## src/rtl/axis_crc_pkg.sv

```systemverilog
// Shared CRC-8 definitions for the AXI-Stream CRC append stage and the crc8 checker.
//   CRC8_POLY/CRC8_INIT/CRC8_XOROUT : default CRC-8 parameters (MSB-first, non-reflected)
//   crc8_next()                      : one-byte CRC update
//   crc_state_e                      : append-stage state encoding
package axis_crc_pkg;

  localparam logic [7:0] CRC8_POLY   = 8'h07;
  localparam logic [7:0] CRC8_INIT   = 8'h00;
  localparam logic [7:0] CRC8_XOROUT = 8'h00;

  typedef enum logic [0:0] {
    S_DATA = 1'b0,
    S_CRC  = 1'b1
  } crc_state_e;

  // Fold one data byte into the CRC, MSB first.
  function automatic logic [7:0] crc8_next(input logic [7:0] crc, input logic [7:0] data,
                                           input logic [7:0] poly);
    logic [7:0] c;
    c = crc ^ data;
    for (int i = 0; i < 8; i++) begin
      c = c[7] ? ((c << 1) ^ poly) : (c << 1);
    end
    return c;
  endfunction

endpackage

```

## src/rtl/axis_crc8_append.sv

```systemverilog
// Byte-wide AXI-Stream stage that forwards each payload frame and, when enabled, appends a
// CRC-8 byte after the last payload beat, moving tlast onto that byte. Output is a register
// slice; no combinational path from s_axis_* to m_axis_*.
// Ports:
//   aclk, aresetn          : clock, synchronous active-low reset
//   crc_en                 : append enable, sampled on the first accepted beat of a frame
//   s_axis_tdata/tvalid/tready/tlast : payload input
//   m_axis_tdata/tvalid/tready/tlast : payload + CRC output
//   frame_cnt              : frames emitted, wraps modulo 2^16
module axis_crc8_append
  import axis_crc_pkg::*;
#(
  parameter logic [7:0] POLY   = CRC8_POLY,
  parameter logic [7:0] INIT   = CRC8_INIT,
  parameter logic [7:0] XOROUT = CRC8_XOROUT
) (
  input  logic        aclk,
  input  logic        aresetn,
  input  logic        crc_en,
  input  logic [7:0]  s_axis_tdata,
  input  logic        s_axis_tvalid,
  output logic        s_axis_tready,
  input  logic        s_axis_tlast,
  output logic [7:0]  m_axis_tdata,
  output logic        m_axis_tvalid,
  input  logic        m_axis_tready,
  output logic        m_axis_tlast,
  output logic [15:0] frame_cnt
);

  crc_state_e  state_q, state_d;
  logic [7:0]  crc_q, crc_d;
  logic        first_q, first_d;
  logic        app_q, app_d;
  logic [7:0]  tdata_q, tdata_d;
  logic        tvalid_q, tvalid_d;
  logic        tlast_q, tlast_d;
  logic [15:0] cnt_q, cnt_d;

  logic slot_free;
  logic app_eff;

  assign slot_free     = !tvalid_q || m_axis_tready;
  assign s_axis_tready = (state_q == S_DATA) && slot_free;

  assign m_axis_tdata  = tdata_q;
  assign m_axis_tvalid = tvalid_q;
  assign m_axis_tlast  = tlast_q;
  assign frame_cnt     = cnt_q;

  // The enable seen by this beat: fresh crc_en on a frame's first beat, latched value after.
  assign app_eff = first_q ? crc_en : app_q;

  always_comb begin
    state_d  = state_q;
    crc_d    = crc_q;
    first_d  = first_q;
    app_d    = app_q;
    tdata_d  = tdata_q;
    tvalid_d = tvalid_q;
    tlast_d  = tlast_q;
    cnt_d    = cnt_q;

    if (slot_free) begin
      tvalid_d = 1'b0;
      unique case (state_q)
        S_DATA: begin
          if (s_axis_tvalid) begin
            tdata_d  = s_axis_tdata;
            tvalid_d = 1'b1;
            app_d    = app_eff;
            first_d  = s_axis_tlast;
            crc_d    = crc8_next(crc_q, s_axis_tdata, POLY);
            tlast_d  = 1'b0;
            if (s_axis_tlast) begin
              if (app_eff) begin
                state_d = S_CRC;
              end else begin
                tlast_d = 1'b1;
                crc_d   = INIT;
                cnt_d   = cnt_q + 16'd1;
              end
            end
          end
        end
        S_CRC: begin
          tdata_d  = crc_q ^ XOROUT;
          tvalid_d = 1'b1;
          tlast_d  = 1'b1;
          crc_d    = INIT;
          cnt_d    = cnt_q + 16'd1;
          state_d  = S_DATA;
        end
        default: state_d = S_DATA;
      endcase
    end
  end

  always_ff @(posedge aclk) begin
    if (!aresetn) begin
      state_q  <= S_DATA;
      crc_q    <= INIT;
      first_q  <= 1'b1;
      app_q    <= 1'b0;
      tdata_q  <= 8'h00;
      tvalid_q <= 1'b0;
      tlast_q  <= 1'b0;
      cnt_q    <= 16'd0;
    end else begin
      state_q  <= state_d;
      crc_q    <= crc_d;
      first_q  <= first_d;
      app_q    <= app_d;
      tdata_q  <= tdata_d;
      tvalid_q <= tvalid_d;
      tlast_q  <= tlast_d;
      cnt_q    <= cnt_d;
    end
  end

endmodule

```

## config.mk

```make
export PLATFORM = sky130hd
export DESIGN_NAME = axis_crc8_append
export DESIGN_NICKNAME = d
export VERILOG_FILES = /design/src/rtl/axis_crc_pkg.sv /design/src/rtl/axis_crc8_append.sv
export SDC_FILE = /design/constraint.sdc
export NUM_CORES = 1
export LEC_CHECK = 0
export BUFFER_PORTS_ARGS = -buffer_cell sky130_fd_sc_hd__buf_2
export CORE_ASPECT_RATIO = 0.7
export CORE_MARGIN = 2
export CORE_UTILIZATION = 50
export CTS_CLUSTER_DIAMETER = 120
export DETAILED_ROUTE_END_ITERATION = 10
export PLACE_DENSITY = 0.86
export SKIP_CTS_REPAIR_TIMING = 1
export SYNTH_ARGS = -nofsm -noshare
export SYNTH_HDL_FRONTEND = slang
export SYNTH_SLANG_ARGS = --single-unit
```

## constraint.sdc

```tcl
create_clock -name aclk -period 1.9 [get_ports aclk]
set_clock_uncertainty 0.05 [all_clocks]
set_input_delay 0.19 -clock aclk [delete_from_list [all_inputs] [get_ports aclk]]
set_output_delay 0.19 -clock aclk [all_outputs]
set_load 0.02 [all_outputs]
```

==> flow_metrics.env <==
export IMPL_reg2reg_slack_ns=0.14
export IMPL_cts_made_buffers=5
export IMPL_nNetsFinal=271
export IMPL_synth_cell_types=33
export IMPL_max_freq_ghz=0.568
export IMPL_min_period_ns=1.76
export IMPL_min_from="aresetn"
export IMPL_crit_fanout=10
export IMPL_cpMaxStageDelayCell="or2_1"
export IMPL_grt_pass1_wl_um=6980
export IMPL_ys_warn_count=0
export IMPL_fill_cells=309
export IMPL_ys_seq_area_frac=0.387
export IMPL_required_ns=2.06
export IMPL_r2r_end="crc_q[2]"
export IMPL_p_clk_frac=0.276
export IMPL_status="finished, final reports clean"
export IMPL_yosysTopAreaCell="dfxtp_1"
export IMPL_grt_pass1_vias=1476
export IMPL_drtIter0Drc=94
export IMPL_setup_tns_ns=0
export IMPL_finalMaxSlewViolations=0
export IMPL_wire_per_inst_um=13.5
export IMPL_hold_path_depth=2
export IMPL_fp_dieH_um=55.8
export IMPL_drv_cap=0
export IMPL_yosys_register_bits=37
export IMPL_core_area_um2=3600
export IMPL_place_area_um2=2180
export IMPL_ios=41
export IMPL_route_detailed_drc=0
export IMPL_crit_arrival_ns=1.92
export IMPL_worstMarginPinSlew_ns=0.451
export IMPL_p_comb_frac=0.257
export IMPL_num_antenna_cells=0
export IMPL_hp_class="in2reg"
export IMPL_rsz0062_at_grt="false"
export IMPL_final_area_um2=2260
export IMPL_gr_total_overflow=0
export IMPL_grt_total_usage=0.207
export IMPL_clkTransAtPathRegs_ns=0.07
export IMPL_p_sw_frac=0.305
export IMPL_synth_area_per_cell_um2=8.99
export IMPL_pwr_density_cell_nw_per_um2=833
export IMPL_hold_ws_ns=0.0975
export IMPL_slowest_delay_ns=0.45
export IMPL_crit_type="reg2reg"
export IMPL_hpwl_um=3090
export IMPL_initial_core_util=0.531
export IMPL_layout_drive_gt1_share=0.265
export IMPL_die_area_um2=4350
export IMPL_clockBufferDepth=2
export IMPL_clock_root_buffer="clkbuf_8"
export IMPL_cp_start_kind="flop"
export IMPL_route_vias_total=1632
export IMPL_switching_power_mw=0.576
export IMPL_first_pass_iters=4
export IMPL_path_cells="nor2b_1 > or2_1 > buf_4 > nand2_1 > a31oi_1"
export IMPL_cp_end_kind="flop"
export IMPL_avgViaCountPerCell=5.32
export IMPL_internal_power_mw=1.31
export IMPL_cts_tree="yes"
export IMPL_cp_top_family="simple AND/OR/NAND/NOR gates"
export IMPL_syn2layout_area_growth_pct=18.3
export IMPL_min_to="first_q"
export IMPL_timing_critical_path_buf_inv=1
export IMPL_cts_sinks=37
export IMPL_reg2reg_depth=5
export IMPL_synthTopCellsByArea="dfxtp_1, xnor2_1, nor2_1"
export IMPL_dp_cells=299
export IMPL_syn_inst=213
export IMPL_port_buffer_count=40
export IMPL_antenna_left=0
export IMPL_setup_viol=0
export IMPL_fin_crit_sh=0.926
export IMPL_synth_fp_nets=228
export IMPL_die_width_um=78.0
export IMPL_r2r_start="m_axis_tvalid"
export IMPL_p_seq_frac=0.468
export IMPL_synthesis_area_um2=1910
export IMPL_final_util=0.628
export IMPL_max_slew_margin_rel=0.699
export IMPL_grt_max_degree=22
export IMPL_synth_top_area_share=0.387
export IMPL_ir_drop_mv=0.360
export IMPL_place_congestion=0.850
export IMPL_htree_levels=2
export IMPL_clock_latency_ns=0.28
export IMPL_std_cell_rows=18
export IMPL_p_leak_nw=0.874
export IMPL_antenna_found_initial=0
export IMPL_hold_violations=0
export IMPL_stdcell_count=307
export IMPL_wl_um=4150
==> Yosys cell counts (all sizes together) <==
cell,number
a32oi,1
nand4,2
nor3,6
a211oi,8
o21ai,2
nor2,35
a31oi,5
clkbuf,6
nor4,5
mux2i,12
dfxtp,37
ha,1
clkinv,1
nor3b,3
nand3,11
and2,1
nand2b,1
a21oi,2
buf,6
a22oi,3
xor2,4
or3,6
and4,3
nand2,17
inv,1
xnor2,32
nor2b,1
or2,1
==> power by group through the flow <==
stage / clock (mW) / sequential, mW / combinational (mW)
global placement: 0 / 0.896 / 0.466
floorplan: 0 / 0.915 / 0.349
detailed placement: 0 / 0.899 / 0.478
finish: 0.520 / 0.882 / 0.484
global route: 0.580 / 0.890 / 0.527
CTS: 0.533 / 0.881 / 0.484
==> metrics by stage <==
| stage | power (mW) | setup slack [ns] |
|---|---|---|
| 3_5_place_dp | 1.38 | 0.194 |
| 6_report | 1.89 | 0.140 |
| 3_3_place_gp | 1.36 | 0.211 |
| 2_1_floorplan | 1.26 | 0.175 |
| 4_1_cts | 1.90 | 0.169 |
| 5_1_grt | 2.00 | 0.0348 |
==> metal layers <==
layer  part of all wire  global-route usage  vias to the layer above  routed length (um)
met5                  0                   0                        -                   0
li1                   -                   -                      822                   -
met1               0.48               0.282                      752                1990
met4              0.013              0.0677                        0                  52
met2               0.44               0.309                       53                1810
met3              0.072              0.0698                        5                 298
==> registers in the layout, indices dropped and copies added (netlist names) <==
register and cells:
m_axis_tdata 8, app_q 1, state_q 1, first_q 1
frame_cnt 16, crc_q 8, m_axis_tlast 1, m_axis_tvalid 1
==> cells in the final DEF, fill, tap and decap left out, types with 3 or more instances in the layout <==
cell,synthesis,routed
a211oi_1,8,8
buf_4,0,8
clkbuf_8,0,5
nand2_1,17,17
nand3_1,11,11
and4_1,3,3
buf_2,6,40
xor2_1,4,4
a22oi_1,3,3
nor4_2,5,5
dfxtp_1,37,37
nor2_1,35,35
or3_1,6,6
a31oi_1,5,5
clkbuf_1,6,3
mux2i_1,12,12
xnor2_1,29,29
nor3_2,4,4
xnor2_2,3,3
==> final cells by class <==
type	instances	area, um^2	share of cell area
Multi-Input combinational cell	162	1110	0.492
Tap cell	50	62.6	0.0276
Timing Repair Buffer	48	260	0.115
Sequential cell	37	741	0.327
Clock buffer	8	80.1	0.0354
Inverter	2	7.51	0.00331
==> worst max path at each step <==
stage	cells after the start	from	end
final	5	m_axis_tvalid	crc_q[2]
after global routing	5	state_q	frame_cnt[10]
after CTS	5	m_axis_tvalid	crc_q[2]
after detailed placement	5	m_axis_tvalid	crc_q[2]
after global placement	5	m_axis_tvalid	crc_q[2]
after floorplan	7	frame_cnt[2]	frame_cnt[7]
==> kinds of logic (layout without fill, tap and decap cells) <==
kind of cell / count (synthesis) / after routing / share of synthesized area
compound gates: 21 / 21 / 0.0765
xor+xnor: 36 / 36 / 0.176
fa+ha+maj: 1 / 1 / 0.00653
buf+inv: 14 / 58 / 0.0314
flops: 37 / 37 / 0.387
mux: 12 / 12 / 0.0627
simple gates: 92 / 92 / 0.259
No activity file was read; power rests on OpenSTA's default activity.
